$ cat src/rtl/led_frame_fifo.sv
// Pixel FIFO (first-word-fall-through) with a frame sequencer for an LED serializer.
// Optional sticky overflow/underflow flags are built when LED_FIFO_STATUS_EN is defined.
module led_frame_fifo #(
  parameter int DATA_W  = 24,
  parameter int DEPTH   = 16,
  parameter int LED_NUM = 4,
  parameter int GAP_CYC = 5
) (
  input  logic                     clk,
  input  logic                     rst,
  input  logic                     wr_en,
  input  logic [DATA_W-1:0]        wr_data,
  output logic                     full,
  input  logic                     rd_en,
  output logic [DATA_W-1:0]        rd_data,
  output logic                     empty,
  output logic [$clog2(DEPTH):0]   level,
  output logic                     frame_start,
  output logic                     busy,
  input  logic                     err_clr,
  output logic                     overflow,
  output logic                     underflow
);

  localparam int PTR_W = $clog2(DEPTH);
  localparam int LVL_W = PTR_W + 1;
  localparam int CNT_W = (LED_NUM > 1) ? $clog2(LED_NUM) : 1;
  localparam int GAP_W = (GAP_CYC > 1) ? $clog2(GAP_CYC) : 1;

  typedef enum logic [1:0] {IDLE, START, SEND, GAP} state_t;

  logic [DATA_W-1:0] mem_q [DEPTH];
  logic [PTR_W-1:0]  wr_ptr_q, rd_ptr_q;
  logic [LVL_W-1:0]  level_q, level_d;
  logic              empty_q, full_q;
  logic              push, pop;

  state_t            state_q;
  logic [CNT_W-1:0]  cnt_q;
  logic [GAP_W-1:0]  gap_q;
  logic              frame_start_q, busy_q;

  // A push into a full FIFO is still legal when a real pop frees a slot this cycle.
  assign pop  = !rst && rd_en && !empty_q;
  assign push = !rst && wr_en && (!full_q || pop);

  always_comb begin
    level_d = level_q;
    if (push && !pop)
      level_d = level_q + LVL_W'(1);
    else if (pop && !push)
      level_d = level_q - LVL_W'(1);
  end

  always_ff @(posedge clk) begin
    if (push)
      mem_q[wr_ptr_q] <= wr_data;
  end

  always_ff @(posedge clk) begin
    if (rst) begin
      wr_ptr_q <= '0;
      rd_ptr_q <= '0;
      level_q  <= '0;
      empty_q  <= 1'b1;
      full_q   <= 1'b0;
    end else begin
      if (push)
        wr_ptr_q <= wr_ptr_q + PTR_W'(1);
      if (pop)
        rd_ptr_q <= rd_ptr_q + PTR_W'(1);
      level_q <= level_d;
      empty_q <= (level_d == '0);
      full_q  <= (level_d == LVL_W'(DEPTH));
    end
  end

  // Only pops taken while in SEND count towards the current frame.
  always_ff @(posedge clk) begin
    if (rst) begin
      state_q       <= IDLE;
      cnt_q         <= '0;
      gap_q         <= '0;
      frame_start_q <= 1'b0;
      busy_q        <= 1'b0;
    end else begin
      case (state_q)
        IDLE: begin
          if (level_q >= LVL_W'(LED_NUM)) begin
            state_q       <= START;
            frame_start_q <= 1'b1;
            busy_q        <= 1'b1;
          end
        end
        START: begin
          state_q       <= SEND;
          frame_start_q <= 1'b0;
        end
        SEND: begin
          if (pop) begin
            if (cnt_q == CNT_W'(LED_NUM - 1)) begin
              cnt_q <= '0;
              if (GAP_CYC == 0) begin
                state_q <= IDLE;
                busy_q  <= 1'b0;
              end else begin
                state_q <= GAP;
              end
            end else begin
              cnt_q <= cnt_q + CNT_W'(1);
            end
          end
        end
        GAP: begin
          if (gap_q == GAP_W'(GAP_CYC - 1)) begin
            gap_q   <= '0;
            state_q <= IDLE;
            busy_q  <= 1'b0;
          end else begin
            gap_q <= gap_q + GAP_W'(1);
          end
        end
        default: begin
          state_q       <= IDLE;
          frame_start_q <= 1'b0;
          busy_q        <= 1'b0;
        end
      endcase
    end
  end

`ifdef LED_FIFO_STATUS_EN
  logic overflow_q, underflow_q;

  // A new error in the same cycle as err_clr wins, so no event is lost.
  always_ff @(posedge clk) begin
    if (rst) begin
      overflow_q  <= 1'b0;
      underflow_q <= 1'b0;
    end else begin
      overflow_q  <= (overflow_q  && !err_clr) || (wr_en && !push);
      underflow_q <= (underflow_q && !err_clr) || (rd_en && empty_q);
    end
  end

  assign overflow  = overflow_q;
  assign underflow = underflow_q;
`else
  logic unused_err_clr;
  assign unused_err_clr = err_clr;
  assign overflow  = 1'b0;
  assign underflow = 1'b0;
`endif

  assign rd_data     = mem_q[rd_ptr_q];
  assign empty       = empty_q;
  assign full        = full_q;
  assign level       = level_q;
  assign frame_start = frame_start_q;
  assign busy        = busy_q;

endmodule

$ cat config.mk
export PLATFORM = sky130hd
export DESIGN_NAME = led_frame_fifo
export DESIGN_NICKNAME = d
export VERILOG_FILES = /design/src/rtl/led_frame_fifo.sv
export SDC_FILE = /design/constraint.sdc
export NUM_CORES = 1
export LEC_CHECK = 0
export ABC_AREA = 1
export BUFFER_PORTS_ARGS = -buffer_cell sky130_fd_sc_hd__buf_2
export CORE_ASPECT_RATIO = 0.6
export CORE_MARGIN = 2
export CORE_UTILIZATION = 58
export CTS_BUF_LIST = sky130_fd_sc_hd__clkbuf_4
export CTS_CLUSTER_SIZE = 16
export DETAILED_ROUTE_END_ITERATION = 12
export GPL_TIMING_DRIVEN = 0
export PLACE_DENSITY = 0.75
export SLEW_MARGIN = 25
export SYNTH_ARGS = -nofsm -noshare
export SYNTH_HDL_FRONTEND = slang
export SYNTH_SLANG_ARGS = --single-unit
$ cat constraint.sdc
create_clock -name clk -period 3.05 [get_ports clk]
set_input_delay 0.4575 -clock clk [delete_from_list [all_inputs] [get_ports clk]]
set_output_delay 0.4575 -clock clk [all_outputs]
set_load 0.005 [all_outputs]
==> impl_metrics.env, run 1 <==
export IMPL_drive_gt1_share_pct=20.7
export IMPL_via_count=11958
export IMPL_worst_path_max_fanout=10
export IMPL_p_sw_share_pct=25.2
export IMPL_cp_arrival_ps=2570
export IMPL_path_class="reg -> out"
export IMPL_grt_max_degree=21
export IMPL_drc=4
export IMPL_p_total_w=0.0119
export IMPL_cts_tree="yes"
export IMPL_synth_seq_cells=412
export IMPL_core_area_um2=27800
export IMPL_end_kind="output pin"
export IMPL_p_seq_share_pct=52.8
export IMPL_status="finished, violations left"
export IMPL_p_comb_share_pct=10.0
export IMPL_place_congestion=0.931
export IMPL_final_cells=1943
export IMPL_postRouteAntennaNets=0
export IMPL_grt_pass1_wl_mm=69.3
export IMPL_area_growth_pct=17.2
export IMPL_die_h_um=135
export IMPL_start_util_pct=59.4
export IMPL_fin_crit_sh_pct=99.3
export IMPL_max_slew_margin_pct=50.9
export IMPL_grt_pass1_vias=11390
export IMPL_maxCapViolations=0
export IMPL_fin_crit_ps=3030
export IMPL_worstHoldPathType="in -> reg"
export IMPL_grt_ovfl_total=0
export IMPL_switchingPower_w=0.00299
export IMPL_antenna_found_initial=1
export IMPL_fmax_mhz=330
export IMPL_final_util_pct=69.6
export IMPL_ys_warn_count=0
export IMPL_whs_ps=45.6
export IMPL_p_per_area_nw_per_um2=614
export IMPL_ys_seq_area_share_pct=73.3
export IMPL_setup_viol=0
export IMPL_drv_slew=0
export IMPL_h_tree_depth=3
export IMPL_peakVddDrop_uv=414
export IMPL_violations="DRC"
export IMPL_grt_usage_pct=32.2
export IMPL_wl_per_cell_um=24.3
export IMPL_worstPathRequired_ps=2590
export IMPL_clockBufferDepth=3
export IMPL_clock_sinks=412
export IMPL_final_nets=1550
export IMPL_clkLatencyLatePin_ps=810
export IMPL_cts_buffers=93
export IMPL_start_kind="register"
export IMPL_drt_first_iter_violations=1836
export IMPL_io_buffers=60
export IMPL_final_cell_mix="384 x edfxtp_1, 303 x nor2_1, 188 x o21ai_0"
export IMPL_clockRootBuffer="clkbuf_4"
export IMPL_syn_area_um2=16500
export IMPL_synth_area_per_cell_um2=12.4
export IMPL_place_inst=1771
export IMPL_total_leakage_power_nw=6.70
export IMPL_clk_pin_slew_ps=80
export IMPL_ios=64
export IMPL_drt_wl_total_mm=47.3
export IMPL_synth_distinct_cells=23
export IMPL_p_clk_share_pct=37.2
export IMPL_final_hold_viol_count=0
export IMPL_rows=47
export IMPL_dr_pass1_iters=9
export IMPL_hpwl_mm=30.4
export IMPL_syn_inst=1327
export IMPL_layout_commonest_cell="edfxtp_1"
export IMPL_die_area_um2=29800
export IMPL_die_w_um=222
export IMPL_intPower_w=0.00887
export IMPL_worst_slew_pin_slew_ps=729
export IMPL_finClkSkew_ps=35.8
export IMPL_vias_per_cell=6.15
-- logic make-up after synthesis --
logic type               count (synthesis)  synth area share, %
AO/OA/AOI/OAI                          344                 11.9
XOR/XNOR                                 4                0.212
adder cells (fa/ha/maj)                 14                 1.06
AND/OR/NAND/NOR                        439                 10.3
other                                    1               0.0227
buffers and inverters                  113                 3.13
flip-flops                             412                 73.3
-- per-layer routing --
| layer | vias to the layer above | track usage, % | routed length (um) |
|---|---|---|---|
| met5 | - | 0 | 46 |
| met4 | 2 | 12.3 | 1400 |
| met3 | 114 | 10.6 | 7160 |
| met2 | 907 | 45.6 | 20200 |
| met1 | 5702 | 46.6 | 18500 |
| li1 | 5233 | - | - |
-- cell type report --
type	instances	area [um2]
diodes	2	5.00
flip-flops and latches	412	12100
fillers	1927	8440
well taps	367	459
multi-input cells	803	4020
clock buffers	140	1050
repair buffers	85	808
clock inverters	22	139
plain buffers	82	623
inverters	30	119
-- metrics by stage --
step	setup slack [ps]	setup TNS, ps	instance area (um2)
after global placement	-1060	-338480	17300
after CTS	-8.00	-16.7	19100
after floorplan	523	0	16500
final	22.5	0	19300
after global routing	-37.9	-65.4	19300
after detailed placement	395	0	17800
-- cell usage after synthesis --
cell type    n  share of area [%]
nand2_1     73                1.7
nor3_1       2              0.061
inv_1       28               0.64
clkbuf_1    47                1.1
nand3_1     41                1.2
dfxtp_1     28                3.4
buf_2       16               0.49
buf_6        6               0.41
buf_1        7               0.16
o21ai_0    195                5.9
xor2_1       4               0.21
clkinv_1     1              0.023
nand4_1      1              0.038
ha_1        14                1.1
o31ai_1      1              0.046
inv_2        1              0.023
o21ai_1     33                1.0
buf_4        7               0.32
edfxtp_1   384                 70
nor2_1     322                7.3
conb_1       1              0.023
a21oi_1     19               0.58
o211ai_1    96                4.4
-- worst max-delay path, stage by stage (launching register included) --
cell and delay (ps):
dfxtp_4 370, buf_8 150, inv_6 90, buf_8 160, buf_8 160, nor2_1 50
o211ai_1 330, o211ai_1 240, nand2_1 120, buf_2 110
-- flip-flops by register name, indices dropped and copies added, names as in the netlist, named ones only --
name and count:
frame_start 1, empty 1, gap_q 3, level 5, mem_q 384, state_q 2, rd_ptr_q 4, cnt_q 2
full 1, wr_ptr_q 4, busy 1
-- final timing paths --
kind / startpoint / to / slack, ps / cells after the start
worst max-delay path: register / rd_data[6] / 20 / 9
worst min-delay path: wr_data[19] / mem_q[15][19] / 50 / 1
worst max register to register: empty / mem_q[8][19] / 630 / 6
worst min register to register: rd_ptr_q[3] / rd_ptr_q[3] / 450 / 1
-- repair_timing --
action / CTS / global route
resized for setup: 67 / 71
pin swaps: 3 / 8
hold buffers: 5 / 0
setup buffers: 0 / 3
cloned: 0 / 1
endpoints found under the hold margin: 31 / 0
endpoints found under the setup margin: 24 / 24
-- power by group through the flow --
stage	clock, W	sequential, W	combinational, W
after detailed placement	0	0.00639	0.00106
after global routing	0.00470	0.00627	0.00129
after global placement	0	0.00639	0.00101
final	0.00441	0.00627	0.00119
after floorplan	0	0.00639	0.000600
after CTS	0.00442	0.00627	0.00110
No activity file was read; power rests on OpenSTA's default activity.
==> inputs of run 2 (changes only) <==
- GPL_TIMING_DRIVEN: 0 -> unset
- SETUP_SLACK_MARGIN: unset -> 0.1
- SLEW_MARGIN: 25 -> 20
==> impl_metrics.env, run 2 (synthesis gave the netlist of run 1 again) <==
export IMPL_status="finished, violations left"
export IMPL_violations="DRC"
export IMPL_io_buffers=60
export IMPL_clockBufferDepth=3
export IMPL_max_slew_margin_pct=54.0
export IMPL_drive_gt1_share_pct=18.3
export IMPL_fin_crit_ps=2930
export IMPL_wl_per_cell_um=21.0
export IMPL_worst_slew_pin_slew_ps=689
export IMPL_p_comb_share_pct=9.3
export IMPL_top_register="mem_q"
export IMPL_crit_top_cell="nor2_1"
export IMPL_core_area_um2=27800
export IMPL_h_tree_depth=3
export IMPL_path_delay_family="buffers and inverters"
export IMPL_regArea_um2=12100
export IMPL_final_util_pct=68.7
export IMPL_fin_crit_sh_pct=96.0
export IMPL_switchingPower_w=0.00288
export IMPL_clk_pin_slew_ps=70
export IMPL_grt_max_degree=123
export IMPL_p_clk_share_pct=37.0
export IMPL_drt_first_iter_violations=1493
export IMPL_start_kind="register"
export IMPL_p_per_area_nw_per_um2=612
export IMPL_place_congestion=0.832
export IMPL_final_hold_viol_count=0
export IMPL_area_growth_pct=15.7
export IMPL_start_util_pct=59.4
export IMPL_drc=2
export IMPL_final_cell_mix="384 x edfxtp_1, 304 x nor2_1, 191 x o21ai_0"
export IMPL_clkLatencyLatePin_ps=800
export IMPL_p_total_w=0.0117
export IMPL_path_buf_inv=4
export IMPL_grt_ovfl_total=0
export IMPL_die_w_um=222
export IMPL_cts_tree="yes"
export IMPL_die_h_um=135
export IMPL_largest_register_ffs=384
export IMPL_worstPathRequired_ps=2590
export IMPL_whs_ps=58.7
export IMPL_cp_slowest_stage_delay_ps=510
export IMPL_dr_pass1_iters=9
export IMPL_finClkSkew_ps=53.0
export IMPL_hpwl_mm=20.5
export IMPL_die_area_um2=29800
export IMPL_end_kind="output pin"
export IMPL_drv_slew=0
export IMPL_p_sw_share_pct=24.7
export IMPL_cp_slowest_cell="dfxtp_4"
export IMPL_grt_pass1_vias=10375
export IMPL_clock_sinks=412
export IMPL_maxCapViolations=0
export IMPL_rows=47
export IMPL_total_leakage_power_nw=6.49
export IMPL_layout_commonest_cell="edfxtp_1"
export IMPL_grt_usage_pct=25.6
export IMPL_rsz0062_at_grt="true"
export IMPL_multi_input_area_um2=4020
export IMPL_postRouteAntennaNets=0
export IMPL_final_nets=1510
export IMPL_tns_ps=0
export IMPL_worst_path_max_fanout=9
export IMPL_grt_pass1_wl_mm=58.0
export IMPL_via_count=11213
export IMPL_cp_arrival_ps=2470
export IMPL_peakVddDrop_uv=351
export IMPL_drt_wl_total_mm=39.9
export IMPL_path_class="reg -> out"
export IMPL_cts_buffers=93
export IMPL_critical_path_cell_chain="buf_6, inv_8, buf_4, nor2_1, nor2_1, o21ai_0, o21ai_1, o211ai_1, nand2_1, buf_2"
export IMPL_fmax_mhz=342
export IMPL_worstHoldPathType="in -> reg"
export IMPL_setup_viol=0
export IMPL_fillers=1949
export IMPL_vias_per_cell=5.89
export IMPL_intPower_w=0.00878
export IMPL_p_seq_share_pct=53.8
export IMPL_clockRootBuffer="clkbuf_4"
export IMPL_ios=64
export IMPL_antenna_found_initial=3
## run 2: routing by layer
metal	track usage (%)	wire length (um)	vias up
met5	0	11	-
met4	8.93	743	2
met1	38.3	17400	5390
met3	5.16	4160	66
li1	-	-	5145
met2	38.0	17600	610
## run 2: power groups by stage
stage                     sequential (W)  clock [W]  combinational, W
after floorplan                  0.00639          0          0.000600
after global placement           0.00639          0          0.000886
after detailed placement         0.00639          0          0.000908
after CTS                        0.00627    0.00439          0.000925
after global routing             0.00628    0.00466           0.00119
final                            0.00627    0.00431           0.00108
## run 2: worst reg2reg max path, delay by kind of cell (launching register included)
kind	cells	cell delay, ps
AOI/OAI and AO/OA	1	270
and+or+nand+nor	3	830
DFF	1	330
buffers and inverters	2	430
## run 2: final timing paths
path | to | depth (start not counted) | start | slack, ps
worst max-delay path | rd_data[3] | 10 | register | 120
worst min-delay path | mem_q[12][10] | 1 | wr_data[10] | 60
worst max register to register | mem_q[10][11] | 6 | empty | 840
worst min register to register | rd_ptr_q[3] | 1 | rd_ptr_q[3] | 460
## run 2: layout make-up
cell class / instances / area share [%]
Multi-Input combinational cell: 803 / 21.1
Sequential cell: 412 / 63.4
Tap cell: 367 / 2.41
Timing Repair Buffer: 124 / 6.03
Clock buffer: 133 / 5.24
Inverter: 30 / 0.728
Timing Repair inverter: 3 / 0.177
Antenna cell: 1 / 0.0131
Clock inverter: 32 / 0.905
## run 2: metrics by stage
stage,area [um2],std cells,setup slack (ps)
after floorplan,16500,1328,523
after global placement,17500,1711,688
after detailed placement,17500,1711,662
after CTS,18700,1884,58.6
after global routing,19100,1905,53.9
final,19100,1905,123
## run 2: timing repair
item,in CTS,in global routing
hold endpoints to repair,76,0
buffers inserted,1,11
hold buffers,7,0
gates resized for setup,3,21
setup endpoints to repair,22,20
pin swaps,0,6
gates cloned,0,9
==> inputs of run 3 (changes only) <==
==> constraint.sdc (replaced) <==
create_clock -name clk -period 3.05 [get_ports clk]
set_input_delay 0.1525 -clock clk [delete_from_list [all_inputs] [get_ports clk]]
set_output_delay 0.1525 -clock clk [all_outputs]
set_load 0.005 [all_outputs]
==> impl_metrics.env, run 3 (synthesis gave the netlist of run 1 again) <==
export IMPL_status="finished, violations left"
export IMPL_violations="DRC"
export IMPL_switchingPower_w=0.00274
export IMPL_start_kind="register"
export IMPL_area_growth_pct=14.4
export IMPL_die_area_um2=29800
export IMPL_via_count=11083
export IMPL_drt_first_iter_violations=1200
export IMPL_finClkSkew_ps=22.1
export IMPL_worstHoldPathType="in -> reg"
export IMPL_p_clk_share_pct=37.0
export IMPL_vias_per_cell=5.83
export IMPL_total_leakage_power_nw=6.41
export IMPL_cp_arrival_ps=2560
export IMPL_intPower_w=0.00875
export IMPL_clkLatencyLatePin_ps=780
export IMPL_hpwl_mm=20.2
export IMPL_start_util_pct=59.4
export IMPL_clockBufferDepth=3
export IMPL_dr_pass1_iters=9
export IMPL_final_hold_viol_count=0
export IMPL_io_buffers=60
export IMPL_grt_pass1_vias=10653
export IMPL_p_per_area_nw_per_um2=609
export IMPL_peakVddDrop_uv=399
export IMPL_drt_wl_total_mm=38.7
export IMPL_cts_buffers=92
export IMPL_largest_register_ffs=384
export IMPL_maxCapViolations=0
export IMPL_grt_pass1_wl_mm=58.1
export IMPL_worst_slew_pin_slew_ps=695
export IMPL_fin_crit_sh_pct=89.0
export IMPL_grt_ovfl_total=0
export IMPL_grt_usage_pct=25.8
export IMPL_drv_slew=0
export IMPL_p_sw_share_pct=23.8
export IMPL_clk_pin_slew_ps=70
export IMPL_die_w_um=222
export IMPL_postRouteAntennaNets=0
export IMPL_grt_max_degree=193
export IMPL_p_seq_share_pct=54.6
export IMPL_antenna_found_initial=3
export IMPL_whs_ps=286
export IMPL_cts_tree="yes"
export IMPL_die_h_um=135
export IMPL_clockRootBuffer="clkbuf_4"
export IMPL_p_comb_share_pct=8.4
export IMPL_fin_crit_ps=2710
export IMPL_end_kind="output pin"
export IMPL_h_tree_depth=3
export IMPL_fillers=1994
export IMPL_wl_per_cell_um=20.3
export IMPL_top_register="mem_q"
export IMPL_worst_path_max_fanout=82
export IMPL_worstPathRequired_ps=2900
export IMPL_fmax_mhz=368
export IMPL_final_cells=1902
export IMPL_dpl_cell_area_um2=17300
export IMPL_place_inst=1705
export IMPL_max_slew_margin_pct=53.6
export IMPL_ios=64
export IMPL_layout_commonest_cell="edfxtp_1"
export IMPL_final_cell_mix="384 x edfxtp_1, 306 x nor2_1, 195 x o21ai_0"
export IMPL_fin_area_um2=18900
export IMPL_final_nets=1507
export IMPL_place_congestion=0.874
export IMPL_clock_sinks=412
export IMPL_setup_viol=0
export IMPL_rsz0062_at_grt="false"
export IMPL_rows=47
export IMPL_drive_gt1_share_pct=17.2
export IMPL_drc=2
export IMPL_tns_ps=0
export IMPL_path_class="reg -> out"
export IMPL_core_area_um2=27800
-- run 3: per-layer routing --
layer  share of wire, %  global-route usage, %  vias up
li1                   -                      -     5156
met1                 43                   37.5     5325
met2                 45                   38.7      519
met3                9.2                   5.74       83
met4                2.3                   9.87        0
met5                  0                      0        -
-- run 3: worst max-delay path: stages, from the launching register on --
cell      delay, ps
dfxtp_4         570
buf_12          340
nor2_1           80
o21ai_0          80
o21ai_0         100
o211ai_1        190
nand2_1         180
buf_2           180
-- run 3: area by class of cell --
type                            count  area (um2)  share of cell area, %
Sequential cell                   412       12100                   64.1
Timing Repair Buffer              125         997                   5.28
Tap cell                          367         459                   2.43
Clock buffer                      143        1070                   5.69
Antenna cell                        4        10.0                 0.0530
Clock inverter                     18        95.1                  0.504
Inverter                           30         129                  0.683
Multi-Input combinational cell    803        4010                   21.2
-- run 3: final timing paths --
kind / start / endpoint / slack, ps / cells past startpoint
max: register / rd_data[23] / 340 / 7
min: rst / level[3] / 290 / 3
max reg2reg: empty / level[0] / 680 / 7
min reg2reg: rd_ptr_q[3] / rd_ptr_q[3] / 470 / 1
-- run 3: power groups by stage --
stage | registers [W] | logic (W) | clock network [W]
floorplan | 0.00639 | 0.000600 | 0
global placement | 0.00639 | 0.000870 | 0
detailed placement | 0.00639 | 0.000895 | 0
CTS | 0.00627 | 0.000933 | 0.00433
global route | 0.00628 | 0.00108 | 0.00461
finish | 0.00627 | 0.000965 | 0.00425
-- run 3: timing repair --
item	4_1_cts	5_1_grt
gates resized for setup	1	4
endpoints found under the hold margin	402	0
pin swaps	0	0
setup endpoints to repair	1	17
buffers inserted	0	1
gates cloned	0	1
hold buffers	30	0
-- run 3: through the flow --
| step | total power [W] | setup WS [ps] | utilization [%] |
|---|---|---|---|
| 2_1_floorplan | 0.00699 | 666 | - |
| 3_3_place_gp | 0.00726 | 785 | 62.4 |
| 3_5_place_dp | 0.00729 | 756 | 62.4 |
| 4_1_cts | 0.0115 | 138 | 67.7 |
| 5_1_grt | 0.0120 | 119 | 68.0 |
| 6_report | 0.0115 | 335 | 68.0 |
